===== src/rtl/pixel_coord_gen.sv =====
// pixel_coord_gen: raster scanner that walks a WIDTH x HEIGHT frame row-major
// and presents one Q16.16 screen coordinate pair per pixel on a valid/ready
// handshake. Coordinates are built by incremental adds, so no multipliers.
module pixel_coord_gen #(
  parameter int              WIDTH   = 640,
  parameter int              HEIGHT  = 480,
  parameter int              FP_W    = 32,
  parameter logic [FP_W-1:0] X_START = 32'hFFFF0000,
  parameter logic [FP_W-1:0] X_STEP  = 32'h00000CCD,
  parameter logic [FP_W-1:0] Y_START = 32'h0000C000,
  parameter logic [FP_W-1:0] Y_STEP  = 32'hFFFFFCCD,
  localparam int             XW      = (WIDTH  > 1) ? $clog2(WIDTH)  : 1,
  localparam int             YW      = (HEIGHT > 1) ? $clog2(HEIGHT) : 1
) (
  input  logic            clk,
  input  logic            rst_n,
  input  logic            start,
  input  logic            out_ready,
  output logic [FP_W-1:0] screen_x,
  output logic [FP_W-1:0] screen_y,
  output logic [XW-1:0]   px_x,
  output logic [YW-1:0]   px_y,
  output logic            sof,
  output logic            eol,
  output logic            coords_valid,
  output logic            busy,
  output logic            frame_done
);

  typedef enum logic [1:0] {
    ST_IDLE = 2'd0,
    ST_RUN  = 2'd1,
    ST_DONE = 2'd2
  } state_t;

  localparam logic [XW-1:0]   X_LAST = XW'(WIDTH - 1);
  localparam logic [YW-1:0]   Y_LAST = YW'(HEIGHT - 1);
  localparam logic [FP_W-1:0] FP_ZERO = {FP_W{1'b0}};

  state_t          state_q, state_d;
  logic [FP_W-1:0] sx_q, sx_d;
  logic [FP_W-1:0] sy_q, sy_d;
  logic [XW-1:0]   px_x_q, px_x_d;
  logic [YW-1:0]   px_y_q, px_y_d;
  logic            sof_q, sof_d;
  logic            eol_q, eol_d;
  logic            valid_q, valid_d;
  logic            done_q, done_d;
  logic            xfer_s;
  logic            last_s;

  assign xfer_s = (state_q == ST_RUN) && out_ready;
  assign last_s = (px_x_q == X_LAST) && (px_y_q == Y_LAST);

  // Next-state, coordinate stepping and decoded flags for the next cycle.
  always_comb begin
    state_d = state_q;
    sx_d    = sx_q;
    sy_d    = sy_q;
    px_x_d  = px_x_q;
    px_y_d  = px_y_q;
    case (state_q)
      ST_IDLE: begin
        if (start) begin
          state_d = ST_RUN;
          sx_d    = X_START;
          sy_d    = Y_START;
          px_x_d  = {XW{1'b0}};
          px_y_d  = {YW{1'b0}};
        end else begin
          state_d = ST_IDLE;
        end
      end
      ST_RUN: begin
        if (xfer_s) begin
          if (last_s) begin
            // Frame complete: outputs return to zero while in DONE.
            state_d = ST_DONE;
            sx_d    = FP_ZERO;
            sy_d    = FP_ZERO;
            px_x_d  = {XW{1'b0}};
            px_y_d  = {YW{1'b0}};
          end else if (px_x_q == X_LAST) begin
            // Row wrap reloads X so per-row rounding error never accumulates.
            sx_d   = X_START;
            sy_d   = sy_q + Y_STEP;
            px_x_d = {XW{1'b0}};
            px_y_d = px_y_q + YW'(1);
          end else begin
            sx_d   = sx_q + X_STEP;
            px_x_d = px_x_q + XW'(1);
          end
        end else begin
          state_d = ST_RUN;
        end
      end
      ST_DONE: begin
        state_d = ST_IDLE;
      end
      default: begin
        state_d = ST_IDLE;
        sx_d    = FP_ZERO;
        sy_d    = FP_ZERO;
        px_x_d  = {XW{1'b0}};
        px_y_d  = {YW{1'b0}};
      end
    endcase
    valid_d = (state_d == ST_RUN);
    done_d  = (state_d == ST_DONE);
    sof_d   = valid_d && (px_x_d == {XW{1'b0}}) && (px_y_d == {YW{1'b0}});
    eol_d   = valid_d && (px_x_d == X_LAST);
  end

  // State, accumulators and registered output flags with synchronous reset.
  always_ff @(posedge clk) begin
    if (!rst_n) begin
      state_q <= ST_IDLE;
      sx_q    <= FP_ZERO;
      sy_q    <= FP_ZERO;
      px_x_q  <= {XW{1'b0}};
      px_y_q  <= {YW{1'b0}};
      sof_q   <= 1'b0;
      eol_q   <= 1'b0;
      valid_q <= 1'b0;
      done_q  <= 1'b0;
    end else begin
      state_q <= state_d;
      sx_q    <= sx_d;
      sy_q    <= sy_d;
      px_x_q  <= px_x_d;
      px_y_q  <= px_y_d;
      sof_q   <= sof_d;
      eol_q   <= eol_d;
      valid_q <= valid_d;
      done_q  <= done_d;
    end
  end

  assign screen_x     = sx_q;
  assign screen_y     = sy_q;
  assign px_x         = px_x_q;
  assign px_y         = px_y_q;
  assign sof          = sof_q;
  assign eol          = eol_q;
  assign coords_valid = valid_q;
  assign busy         = valid_q;
  assign frame_done   = done_q;

endmodule


===== config.mk =====
export PLATFORM = sky130hd
export DESIGN_NAME = pixel_coord_gen
export DESIGN_NICKNAME = d
export VERILOG_FILES = /design/src/rtl/pixel_coord_gen.sv
export SDC_FILE = /design/constraint.sdc
export NUM_CORES = 1
export LEC_CHECK = 0
export ABC_AREA = 1
export BUFFER_PORTS_ARGS = -buffer_cell sky130_fd_sc_hd__buf_2
export CAP_MARGIN = 20
export CELL_PAD_IN_SITES_DETAIL_PLACEMENT = 1
export CELL_PAD_IN_SITES_GLOBAL_PLACEMENT = 2
export CORE_MARGIN = 2
export CORE_UTILIZATION = 33
export CTS_CLUSTER_SIZE = 40
export DETAILED_ROUTE_END_ITERATION = 16
export GPL_ROUTABILITY_DRIVEN = 0
export GPL_TIMING_DRIVEN = 0
export MAX_ROUTING_LAYER = met4
export PLACE_DENSITY = 0.95
export SLEW_MARGIN = 20
export SYNTH_ARGS = -nofsm -noshare
export SYNTH_HDL_FRONTEND = slang
export SYNTH_SLANG_ARGS = --single-unit

===== constraint.sdc =====
create_clock -name clk -period 2.6 [get_ports clk]
set_input_delay 0.13 -clock clk [delete_from_list [all_inputs] [get_ports clk]]
set_output_delay 0.13 -clock clk [all_outputs]
set_load 0.03 [all_outputs]

Word level (Yosys, flattened, before mapping)
Cells that the tools add are included. W data, S select, Z words.

Bits of input ports: 4. Register bits after elaboration: 89. Logic and storage cells: 58. Output and inout bits: 88.

Bitwise operators: 1. Eq/ne operators: 10. Add/sub/neg operators: 4. Reduce and logical (&&, ||, !) cells: 10. Muxes and demuxes: 24.

Operators by type and width (number): $mux W32 (8); $pmux W32 S3 (2); $mux W10 (4); $mux W9 (4); $add A32 B12 Y32 const B (1); $add A32 B32 Y32 const B (1); $pmux W10 S3 (1); $pmux W9 S3 (1); $eq A10 B10 Y1 const B (2); $add A10 B1 Y10 const B (1); $logic_not A10 Y1 (1); $add A9 B1 Y9 const B (1); $eq A9 B9 Y1 const B (1); $logic_not A9 Y1 (1); $logic_and A1 B1 Y1 (5); $eq A2 B1 Y1 const B (2); $eq A2 B2 Y1 const B (2); $mux W2 (2); $ne A2 B2 Y1 const B (2); $pmux W2 S2 (1); $reduce_and A4 Y1 (1); $ne A3 B2 Y1 const B (1); $reduce_and A3 Y1 (1); $logic_not A2 Y1 (1); 2 further kinds (2).

Longest topological paths before layout
Gate-level depths: netlist of run 1.

Depth in word-level cells: 8. Mapped depth: 14. Depth with buffers taken out: 14.

Least setup slack after synthesis of run 1
OpenSTA, ideal clock, no wires.

Path kind: flip-flop to flip-flop. From: register px_x_q[1], in the netlist px_x[1]. To: register sof_q, in the netlist sof. Clock period less this slack: 1.985 ns. Setup time: 0.064 ns. Path buffers: 0. Cell stages (with the launch flop): 13. Setup slack: 0.615 ns. Arrival time: 1.921 ns. Required time: 2.536 ns. Cells stage by stage: dfxtp_1 ha_1 nand3_4 inv_2 nand3_4 nor2_4 nand2_1 xnor2_1 nand2_1 nand2_1 nor2_1 nand3_1 nor2_1.

Cells in the longest elaborated chain, start to end: 8. Elaborated cells on any way between the ends: 20. Those cells by class: 1 x add/sub; 2 x eq/ne; 12 x mux; 5 x reduce/logical.

RTL lines: start: declaration (RTL line 43) `logic [XW-1:0] px_x_q, px_x_d;`; start signal: assignment (RTL line 120) `px_x_q <= {XW{1'b0}};`; start signal: assignment (RTL line 130) `px_x_q <= px_x_d;`; $add A10 B1 Y10 or $eq A10 B10 Y1 (tied branches) (RTL line 91, 53, 83); $mux W10 or $logic_and A1 B1 Y1 (tied branches) (RTL line 83, 53); $mux W10 or $mux W2 (tied branches) (RTL line 76) `if (last_s) begin`; $mux W10 or $mux W2 (tied branches) (RTL line 75) `if (xfer_s) begin`; $pmux W10 S3 or $pmux W2 S2 (tied branches) (RTL line 62) `case (state_q)`; $logic_not A10 Y1 or $eq A2 B1 Y1 (tied branches) (RTL line 110, 108); $logic_and A1 B1 Y1 (RTL line 110) `sof_d = valid_d && (px_x_d == {XW{1'b0}}) && (px_y_d == {YW{1'b0}});`; $logic_and A1 B1 Y1 (*) (RTL line 110); end signal: assignment (RTL line 122) `sof_q <= 1'b0;`; end signal: assignment (RTL line 132) `sof_q <= sof_d;`; end: declaration (RTL line 45) `logic sof_q, sof_d;`.

Mark *: on every way between the ends. The rest lies on a longest branch, timed or not. A chain may end at the register's enable or synchronous reset.

Worst setup path after layout of run 1
From: register px_x_q[0], in the netlist px_x[0]. To: register sx_q[16], in the netlist screen_x[16].

Cells in the longest elaborated chain, start to end: 5. Elaborated cells on any way between the ends: 6. Those cells by class: 1 x eq/ne; 4 x mux; 1 x reduce/logical.

RTL lines: $eq A10 B10 Y1 (*) (RTL line 53, 83); $mux W32 or $logic_and A1 B1 Y1 (tied branches) (RTL line 83, 53); $mux W32 (*) (RTL line 76); $mux W32 (*) (RTL line 75); $pmux W32 S3 (*) (RTL line 62); end signal: assignment (RTL line 118) `sx_q <= FP_ZERO;`; end signal: assignment (RTL line 128) `sx_q <= sx_d;`; end: declaration (RTL line 41) `logic [FP_W-1:0] sx_q, sx_d;`.

Mark *: on every way between the ends. The rest lies on a longest branch, timed or not. The select of a mux whose other input is x is not followed.

==> results summary, run 1 <==
The run finished with clean final reports. The CTS tree is done. The number of buffers added to fix hold violations after cts is 0. The iteration count of the initial detailed-routing pass came out at 4. In this run, synthesis produced a sequential element count of 89. The power density relative to cell area came out at 648 nW/um^2. The post-route clock period utilization is 86.0%. The clock input transition at the sequential cells of the worst setup and hold paths came out at 0.07 ns. The net count after synthesis is 836. The async set-or-reset flop fraction in the synthesized netlist came out at 0%. The prevailing post-synth register cell is sky130_fd_sc_hd__dfxtp_1. The count of cell types in the netlist came out at 42. For the finished layout, the period the worst path requires is 2.24 ns. The ratio of cells with drive above 1 in the final layout came out at 17.9%. The worst endpoint data arrival time came out at 2.45 ns.

The worst setup path is of the flip-flop to flip-flop kind. The post-cts sizing count came out at 0. The transition time at the pin with the least slew margin came out at 0.630 ns. After filler insertion, the fill cell instance count of the layout stands at 2127. The number of H-tree levels is 3. The clock latency on the worst-skew pair came out at 0.35 ns. The worst-case register-to-register setup slack came out at 0.36 ns. 92 I/O pins were placed. The initial antenna violation count was 0. The synthesized instance count is 828. STA classifies the critical path startpoint as a flip-flop.

The endpoint identified for the worst register-to-register timing path is screen_x[16]. The peak supply drop is 0.000363 V. The worst setup path is captured at a flip-flop. The die covers 17300 sq um. The endpoint required time on the critical path is 2.82 ns.

Once detailed placement completed, the half-perimeter wirelength came to 13300 um. The type of the tightest min-delay check is primary input to flip-flop. The hold slack is 0.128 ns.

The final setup violation count is 0. The floorplan die height is 131 um. The post-synthesis average cell area is 6.47 sq um. The number of DRC markers in iteration 0 came out at 229.

Measured in cells, the most critical reg-to-reg path has a length of 9. The highest clock rate came out at 447 MHz. The diode insertion count for antenna repair came out at 0. The number of antenna-violating nets in the routed design is 0.

The number of buffers added on ports came out at 91. The clock sink total is 89. The placeable core region came out at 15900 sq um.

The worst register-to-register path begins at px_x[0]. The layout overhead on the synthesized area is 18.6%. For this design the static power due to leakage is 3.00 nW.

The DRC violations left is 0. The first global-routing pass estimated 28600 um of wire. In this run the most critical hold path is launched from rst_n.

The worst relative slew slack came out at 57.9%. For hold timing, the worst endpoint is screen_y[14]. The final total negative setup slack is 0 ns.

The post-CTS repair timing setup buffer count is 0. The via count came out at 5575. The mean number of vias per cell came out at 4.84.

In the final routed layout, each cell accounts on average for 15.1 um. The maximum net fanout on the critical path came out at 10. Entering global routing, the biggest net connects 16 pins. The synthesized design contains 0 enable-type register cells. The mapped netlist covers 5350 sq um.

The root buffer cell is sky130_fd_sc_hd__clkbuf_16. The worst hold path stage count is 3. After the last flow step, the layout net total stands at 938. Setup repair after global routing left no endpoint under its margin. Buffers inserted during clock tree synthesis total 9. The share of synthesized area occupied by flip-flops and latches came out at 33.3%. The total wire length after detailed routing is 17400 um.

The site row count came out at 46. Yosys printed 0 warnings. The number of maximum-capacitance violations came out at 0. The final max-slew violation count was 0. The maximum buffer depth of the clock tree came out at 2. For the final database, setup skew stands at 0.00655 ns.

The number of endpoints with negative hold slack in the final report was 0. Global routing used 21.0% of the available tracks. The starting density of the core came out at 33.7%. The die extent in x came out at 131 um. The final global-route overflow total is 0. The via count of the first global-routing pass came to 5700.
cell type report:
class,count,area (sq um),area share [%]
repair buffers,91,455,7.17
plain buffers,17,100,1.58
multi-input cells,618,3080,48.4
well taps,216,270,4.25
inverters,104,395,6.22
flip-flops and latches,89,1780,28.0
clock buffers,10,229,3.60
clock inverters,6,43.8,0.689
per-stage QoR:
step                      utilization [%]  cell area, sq um  power (mW)  instances  setup slack [ns]
after floorplan                         -              5350        2.54        828             0.615
after global placement               38.3              6080        2.88       1135             0.340
after detailed placement             38.3              6080        2.90       1135             0.326
after CTS                            40.0              6350        4.17       1151             0.318
after global routing                 40.0              6350        4.37       1151             0.148
final                                40.0              6350        4.12       1151             0.365
flip-flops by register name, summed over array words and instances (netlist names):
signal,cells
screen_x,32
px_x,10
px_y,9
state_q,2
eol,1
frame_done,1
sof,1
busy,1
screen_y,32
power by group:
part / switching [mW] / internal [mW] / total, mW
Combinational: 0.840 / 0.385 / 1.22
Sequential: 0.160 / 1.48 / 1.64
Clock: 0.600 / 0.651 / 1.25
Yosys cell counts (5+ instances only):
library cell	count	area [sq um]
sky130_fd_sc_hd__nand3_1	60	300
sky130_fd_sc_hd__nand4_1	16	100
sky130_fd_sc_hd__o21ai_1	12	60.1
sky130_fd_sc_hd__nand2_1	213	800
sky130_fd_sc_hd__a21oi_1	45	225
sky130_fd_sc_hd__inv_1	89	334
sky130_fd_sc_hd__dfxtp_1	89	1780
sky130_fd_sc_hd__nor3_1	28	140
sky130_fd_sc_hd__xor2_1	21	184
sky130_fd_sc_hd__xnor2_1	11	96.3
sky130_fd_sc_hd__o21ai_0	38	190
sky130_fd_sc_hd__nand2_2	7	43.8
sky130_fd_sc_hd__buf_2	8	40.0
sky130_fd_sc_hd__nor2_1	117	439
sky130_fd_sc_hd__inv_2	11	41.3
sky130_fd_sc_hd__or2_2	5	31.3
how the worst max path moves through the flow:
stage                  from           end  slack (ns)
CTS                 px_x[0]  screen_x[16]        0.32
floorplan           px_x[1]           sof        0.62
detailed placement  px_x[0]  screen_x[16]        0.33
global placement    px_x[0]  screen_x[16]        0.34
global route        px_x[1]  screen_x[20]        0.15
finish              px_x[0]  screen_x[16]        0.36
placed cells by master (no fill, tap or decap), drive strengths merged:
master    Yosys  final
a211oi        1      1
a21oi        45     45
a311oi        1      1
a31oi         2      2
and3          2      2
buf          13    104
clkbuf        4     14
clkinv        2      3
clkinvlp      0      4
dfxtp        89     89
ha            4      4
inv         102    103
nand2       225    225
nand3        66     66
nand3b        4      4
nand4        16     16
nor2        126    126
nor3         29     29
nor3b         2      2
nor4          2      2
o21a          2      2
o21ai        50     50
o21bai        2      2
o22ai         2      2
or2           5      5
xnor2        11     11
xor2         21     21
per-layer routing:
metal / global-route usage [%] / wire length [um] / up-vias
li1: - / - / 2857
met1: 27.1 / 8430 / 2601
met2: 34.1 / 8160 / 95
met3: 2.43 / 476 / 22
met4: 7.73 / 314 / 0
met5: - / 0 / -
cells by family after synthesis:
group / share of synthesized area (%)
AND/OR/NAND/NOR: 40.8
buffers and inverters: 9.25
AO/OA/AOI/OAI: 10.5
flip-flops: 33.3
XOR/XNOR: 5.23
adder cells (fa/ha/maj): 0.935
critical path: stages (launching register included):
cell and delay [ns]:
sky130_fd_sc_hd__dfxtp_1 0.39, sky130_fd_sc_hd__ha_1 0.27, sky130_fd_sc_hd__nand3_4 0.13, sky130_fd_sc_hd__nor2_4 0.34
sky130_fd_sc_hd__nand2_1 0.16, sky130_fd_sc_hd__nand2_1 0.09, sky130_fd_sc_hd__clkinv_1 0.24, sky130_fd_sc_hd__buf_2 0.29
sky130_fd_sc_hd__o21ai_0 0.10, sky130_fd_sc_hd__a21oi_1 0.08
No activity file was read; power rests on OpenSTA's default activity.
==> run 2: changes to the inputs <==
--- a/config.mk
+++ b/config.mk
@@ -5,13 +5,12 @@
 export SDC_FILE = /design/constraint.sdc
 export NUM_CORES = 1
 export LEC_CHECK = 0
-export ABC_AREA = 1
 export BUFFER_PORTS_ARGS = -buffer_cell sky130_fd_sc_hd__buf_2
 export CAP_MARGIN = 20
 export CELL_PAD_IN_SITES_DETAIL_PLACEMENT = 1
 export CELL_PAD_IN_SITES_GLOBAL_PLACEMENT = 2
 export CORE_MARGIN = 2
-export CORE_UTILIZATION = 33
+export CORE_UTILIZATION = 35
 export CTS_CLUSTER_SIZE = 40
 export DETAILED_ROUTE_END_ITERATION = 16
 export GPL_ROUTABILITY_DRIVEN = 0
==> results summary, run 2 <==
The transition time at the pin with the least slew margin is 0.750 ns (+0.121 ns). The number of endpoints with negative hold slack in the final report came to 0 (unchanged). The internal power is 2.53 mW (+0.40%).

The number of maximum-capacitance violations was 0 (unchanged). The maximum buffer depth of the clock tree came out at 2 (unchanged). Among all stages on the critical path, the largest delay is contributed by sky130_fd_sc_hd__nor4b_2. Walking the worst path, the cells encountered are ha_1, and3_1, and3_1, clkbuf_1, a31oi_1, nor4b_2, o2111ai_1, nor3_2. The combinational share of power is 23.0% (-6.7 points). The worst relative slew slack was 49.8% (-8.1 points). TritonCTS built the clock tree. The via count of the first global-routing pass is 4861 (-15%). The number of storage elements in the synthesis netlist came out at 89 (unchanged). The total wire length after detailed routing came out at 15800 um (-9.3%).

The final global-route overflow total came out at 0 (unchanged). The number of antenna-violating nets in the routed design is 0 (unchanged). The mean number of vias per cell came out at 5.69 (+17%). The number of synthesized flops with an enable pin is 0 (unchanged).

The type of the tightest min-delay check is primary input to flip-flop. The placeable core region came out at 13100 sq um (-17%). The worst clock skew on the final layout is 0.00759 ns (+0.00105 ns). The switching portion of total power was 33.8% (-5.0 points). The initial antenna violation count came out at 0 (unchanged). The HPWL after detailed placement was 11300 um (-15%).

The largest net degree at the start of global routing is 16 (unchanged). The startpoint type of the worst setup path is a flip-flop. The number of H-tree levels is 3 (unchanged). The layout overhead on the synthesized area is 24.0%.

The number of primary I/O pins is 92 (unchanged). The type of the worst setup path is flip-flop to flip-flop. The total number of nets in the final design came out at 683 (-27%). The async set-or-reset flop fraction in the synthesized netlist came to 0% (unchanged).

The via count came out at 4867 (-13%). The number of DRC markers in iteration 0 came to 228 (-0.44%). The endpoint type of the worst setup path is a flip-flop. The site row count came to 42 (-8.7%). By area the synthesized netlist is led by sky130_fd_sc_hd__dfxtp_1 (38%), sky130_fd_sc_hd__nor2_1 (7.4%), sky130_fd_sc_hd__xnor2_1 (5.1%). The library cells used most frequently in the layout, excluding fill and tap cells, are sky130_fd_sc_hd__buf_2 (93), sky130_fd_sc_hd__nor2_1 (91), sky130_fd_sc_hd__dfxtp_1 (88). The worst-case register-to-register setup slack came out at 0.07 ns (-0.29 ns). The starting density of the core is 35.6% (+1.9 points). The register area is 1780 sq um (about the same). The utilization after layout was 44.2% (+4.2 points). The placed instance area is 5350 sq um (-12%). The number of buffers added on ports is 89 (-2.2%). The relative contribution of the clock network to total power is 35.7% (+5.3 points). The post-route clock period utilization came out at 97.2% (+11 points). The net count after synthesis was 582 (-30%). The worst endpoint data arrival time came to 2.80 ns (+0.35 ns).

Among all flip-flop cells after synthesis, the most frequent one is sky130_fd_sc_hd__dfxtp_1. The average detailed-routed wire length per instance is 18.4 um (+22%). The floorplan die height is 120 um (-8.9%). The die extent in x is 120 um (-8.9%). The endpoint required time on the critical path came out at 2.87 ns (+0.05 ns). The power density relative to cell area came to 659 nW/um^2 (+1.6%). sky130_fd_sc_hd__nor2_1 is the most common cell in the netlist.

The clock latency on the worst-skew pair is 0.36 ns (about the same). The final setup violation count is 0 (unchanged). The root buffer cell is sky130_fd_sc_hd__clkbuf_16. The diode insertion count for antenna repair was 0 (unchanged). The clock input transition at the sequential cells of the worst setup and hold paths came out at 0.07 ns (about the same). The static leakage is 2.34 nW (-22%). The highest clock rate is 396 MHz (-12%). The post-synthesis average cell area is 8.15 sq um (+26%). The stage delay of the slowest cell on the critical path came out at 0.46 ns (+0.07 ns). The full die area is 14300 sq um (-17%).

The hold slack was 0.188 ns (+0.0601 ns). The switching power was 1.29 mW (-19%). The synthesized instance count was 574 (-31%). The clock period minus worst slack is 2.53 ns (+0.293 ns). The warning count from the yosys run is 0 (unchanged). The most common library cell in the layout ignoring fill and taps is sky130_fd_sc_hd__buf_2.

The maximum net fanout on the critical path is 7 (-3). The aggregate global-route resource usage came out at 22.6% (+1.6 points). The summed instance area of the synthesized netlist came out at 4680 sq um (-13%).

The fill cell total of the finished layout was 1640 (-23%). The power consumption is 3.82 mW (-7.2%). The fraction of post-synthesis cell area in the top cell type by area came to 38.1% (+4.8 points). The final max-slew violation count came to 0 (unchanged). The share of synthesized area occupied by flip-flops and latches is 38.1% (+4.8 points). The sequential group share of total power is 41.3% (+1.4 points). The number of buffers added to fix hold violations after cts is 0 (unchanged).

The ratio of cells with drive above 1 in the final layout was 23.7% (+5.8 points). The area of the multi-input gates came to 2870 sq um (-6.9%). The DRC violations left came to 0 (unchanged). The biggest area contributor in the post-synthesis netlist is sky130_fd_sc_hd__dfxtp_1. Setup repair after global routing could not meet its margin everywhere. The total clock buffers created by CTS came out at 9 (unchanged). The clock sink total is 89 (unchanged). The peak supply drop came out at 0.000272 V (-25%).

The global-route wire length before repair was 25300 um (-12%). The iteration count of the initial detailed-routing pass is 4 (unchanged). The run finished with clean final reports. The count of cell types in the netlist came out at 73 (+74%). The cell area after layout is 5800 sq um (-8.6%).

The commonest cells after synthesis are sky130_fd_sc_hd__nor2_1 (92), sky130_fd_sc_hd__dfxtp_1 (89), sky130_fd_sc_hd__nand2_1 (48). The cell repeated most along the worst path is sky130_fd_sc_hd__and3_1.
-- run 2: worst paths after layout --
kind | startpoint | to | cells after the start
worst max-delay path | px_y[0] | sof | 8
worst min-delay path | start | busy | 4
worst max register to register | px_y[0] | sof | 8
worst min register to register | screen_y[14] | screen_y[14] | 2
-- run 2: cell families after synthesis --
family / after synthesis / synth area share [%]
xor+xnor: 42 / 7.86
simple gates: 274 / 29.9
flops: 89 / 38.1
buf+inv: 36 / 3.45
compound gates: 128 / 19.5
fa+ha+maj: 4 / 1.07
mux: 1 / 0.214
-- run 2: routing by layer --
metal / part of all wire (%) / GRT usage [%] / up-vias
met5: 0 / - / -
met4: 1.8 / 8.38 / 0
met3: 4.0 / 3.04 / 20
met2: 50 / 37.8 / 116
met1: 45 / 27.9 / 2440
li1: - / - / 2291
-- run 2: power by group through the flow --
stage	registers (mW)	clock network, mW	logic, mW
6_report	1.58	1.36	0.880
5_1_grt	1.60	1.43	0.957
4_1_cts	1.58	1.38	0.871
3_5_place_dp	1.61	0	0.855
3_3_place_gp	1.60	0	0.826
2_1_floorplan	1.76	0	0.451
-- run 2: stage by stage --
step	worst slack, ns	cells	TNS (ns)
floorplan	0.166	574	0
global placement	-0.189	839	-2.50
detailed placement	-0.237	839	-4.44
CTS	0.00452	855	0
global route	-0.0528	856	-0.0919
finish	0.0719	856	0
-- run 2: timing repair --
item,in CTS,in global routing
setup buffers,0,1
pin swaps,0,1
cloned,0,0
gates resized for setup,12,26
setup endpoints to repair,49,44
-- run 2: cell type report --
class                      instances  share of cell area [%]
clock inverter                     6                    1.16
timing repair buffer              90                    7.81
multi-input combinational        449                    49.4
inverter                          10                   0.647
clock buffer                      10                    4.12
buffer                            26                    2.37
tap                              176                    3.79
sequential                        89                    30.7
-- run 2: critical path, delay by kind of cell, from the launching register on --
| family | cells | cell delay, ns |
|---|---|---|
| AND/OR/NAND/NOR | 4 | 1.02 |
| AO/OA/AOI/OAI | 2 | 0.57 |
| flip-flops | 1 | 0.36 |
| adder cells (fa/ha/maj) | 1 | 0.28 |
| buffers and inverters | 1 | 0.21 |
==> run 3: changes to the inputs <==
--- a/config.mk
+++ b/config.mk
@@ -16,7 +16,7 @@
 export GPL_ROUTABILITY_DRIVEN = 0
 export GPL_TIMING_DRIVEN = 0
 export MAX_ROUTING_LAYER = met4
-export PLACE_DENSITY = 0.95
+export PLACE_DENSITY_LB_ADDON = 0.1
 export SLEW_MARGIN = 20
 export SYNTH_ARGS = -nofsm -noshare
 export SYNTH_HDL_FRONTEND = slang
==> results summary, run 3 (synthesized netlist as in run 2, its figures left out) <==
The DRC violations left came out at 0 (unchanged). The total number of nets in the final design came out at 685 (+0.29%). Leaving out fill and tap cells, the most frequent cells in the layout are sky130_fd_sc_hd__buf_2 (94), sky130_fd_sc_hd__nor2_1 (92), sky130_fd_sc_hd__dfxtp_1 (88).

The clock latency on the worst-skew pair is 0.35 ns (about the same). The total wire length after detailed routing came out at 15200 um (-3.5%). The HPWL after detailed placement came out at 11100 um (-1.9%). The post-route clock period utilization is 95.6% (-1.6 points). Among the stages of the critical path, the cell type that occurs most often is sky130_fd_sc_hd__buf_6. The starting density of the core came out at 35.6% (unchanged).

The via count is 4762 (-2.2%). The aggregate global-route resource usage is 21.8% (-0.76 points). The layout overhead on the synthesized area came out at 23.0%.

The final global-route overflow total is 0 (unchanged). STA classifies the critical path endpoint as a flip-flop. The run finished with clean final reports. The number of buffers added on ports came out at 89 (unchanged). The maximum net fanout on the critical path is 7 (unchanged). The transition time at the pin with the least slew margin came out at 0.682 ns (-0.0686 ns). The type of the worst setup path is flip-flop to flip-flop.

The worst endpoint data arrival time is 2.76 ns (-0.04 ns). The clock sink total came out at 89 (unchanged). The total clock buffers created by CTS came out at 9 (unchanged). The number of buffers added to fix hold violations after cts was 0 (unchanged).

The cell area after layout came out at 5760 sq um (-0.75%). The site row count came out at 42 (unchanged). The global-route wire length before repair is 24200 um (-4.5%). The type of the tightest min-delay check is primary input to flip-flop. The full die area is 14300 sq um (unchanged). The ratio of cells with drive above 1 in the final layout is 23.2% (-0.48 points). The largest net degree at the start of global routing is 14 (-2). Setup repair after global routing could not meet its margin everywhere.

The iteration count of the initial detailed-routing pass came to 4 (unchanged). The floorplan die height was 120 um (unchanged). The highest clock rate is 402 MHz (+1.7%). The worst relative slew slack came to 54.4% (+4.6 points). The final max-slew violation count is 0 (unchanged).

The power density relative to cell area was 647 nW/um^2 (-1.8%). The utilization after layout came out at 43.8% (-0.33 points). The via count of the first global-routing pass is 4612 (-5.1%). The final setup violation count came out at 0 (unchanged).

The CTS tree is done. The number of maximum-capacitance violations came out at 0 (unchanged). The stage delay of the slowest cell on the critical path is 0.41 ns (-0.05 ns). The clock input transition at the sequential cells of the worst setup and hold paths was 0.06 ns (about the same). The worst clock skew on the final layout came to 0.00565 ns (-0.00194 ns). STA classifies the critical path startpoint as a flip-flop. The initial antenna violation count is 0 (unchanged). In this run the clock root is driven by a sky130_fd_sc_hd__clkbuf_16.

The clock period minus worst slack was 2.49 ns (-0.0423 ns). Walking the worst path, the cells encountered are or3b_1, buf_6, or3_4, buf_6, a22o_4, a2111oi_4, nand4_1, nor3_2. The cell type of the slowest stage on the worst timing path is sky130_fd_sc_hd__or3b_1.

The placed instance area came out at 5350 sq um (about the same). The number of primary I/O pins came to 92 (unchanged). The average detailed-routed wire length per instance came out at 17.7 um (-3.7%). The number of antenna-violating nets in the routed design is 0 (unchanged). The hold slack came out at 0.214 ns (+0.0264 ns). The diode insertion count for antenna repair is 0 (unchanged). The die extent in x came out at 120 um (unchanged). The peak supply drop came out at 0.000284 V (+4.5%). The number of DRC markers in iteration 0 came out at 278 (+22%).

The static leakage came out at 2.35 nW (+0.32%). The number of endpoints with negative hold slack in the final report came to 0 (unchanged). The fill cell total of the finished layout came out at 1636 (-0.24%). The placeable core region came to 13100 sq um (unchanged).

The endpoint required time on the critical path came to 2.87 ns (about the same). The mean number of vias per cell is 5.56 (-2.3%). Leaving out fill and tap cells, the most frequent cell in the layout is sky130_fd_sc_hd__buf_2. The number of H-tree levels came out at 3 (unchanged). The maximum buffer depth of the clock tree came out at 2 (unchanged).
## run 3: worst paths after layout
check / startpoint / to / slack (ns) / depth (start not counted)
worst max-delay path: px_x[7] / sof / 0.11 / 8
worst min-delay path: start / busy / 0.21 / 4
worst max register to register: px_x[7] / sof / 0.11 / 8
worst min register to register: screen_x[1] / screen_x[1] / 0.52 / 2
## run 3: area by class of cell
| cell class | count | area (sq um) | share of cell area [%] |
|---|---|---|---|
| Clock inverter | 4 | 45.0 | 0.782 |
| Clock buffer | 11 | 233 | 4.04 |
| Timing Repair Buffer | 92 | 465 | 8.08 |
| Multi-Input combinational cell | 449 | 2840 | 49.3 |
| Buffer | 26 | 138 | 2.39 |
| Tap cell | 176 | 220 | 3.82 |
| Inverter | 10 | 37.5 | 0.652 |
| Sequential cell | 89 | 1780 | 31.0 |
## run 3: repair_timing
item,CTS,global route
setup endpoints to repair,35,44
gates resized for setup,9,28
setup buffers,0,2
pin swaps,0,1
## run 3: metrics by stage
| stage | TNS (ns) | cells | power (mW) | worst slack, ns |
|---|---|---|---|---|
| floorplan | 0 | 574 | 2.21 | 0.166 |
| global placement | -3.89 | 839 | 2.43 | -0.313 |
| detailed placement | -3.75 | 840 | 2.46 | -0.317 |
| CTS | 0 | 855 | 3.75 | 0.00518 |
| global route | -0.0496 | 857 | 3.91 | -0.0257 |
| finish | 0 | 857 | 3.72 | 0.114 |
## run 3: per-layer routing
metal	wire length [um]	share of wire (%)	global-route usage (%)	vias to the layer above
met5	0	0	-	-
met4	227	1.5	8.16	0
met3	459	3.0	3.18	17
met2	7350	48	35.3	89
met1	7170	47	27.8	2355
li1	-	-	-	2301
## run 3: critical path: cells and delay by family (launching register included)
family	cells	cell delay [ns]
simple gates	4	1.16
compound gates	2	0.56
buf+inv	2	0.31
flops	1	0.39
## run 3: power by group
group	total (mW)	switching (mW)	internal (mW)
clock	1.28	0.549	0.736
sequential	1.58	0.120	1.46
combinational	0.862	0.563	0.299
total	3.72	1.23	2.49
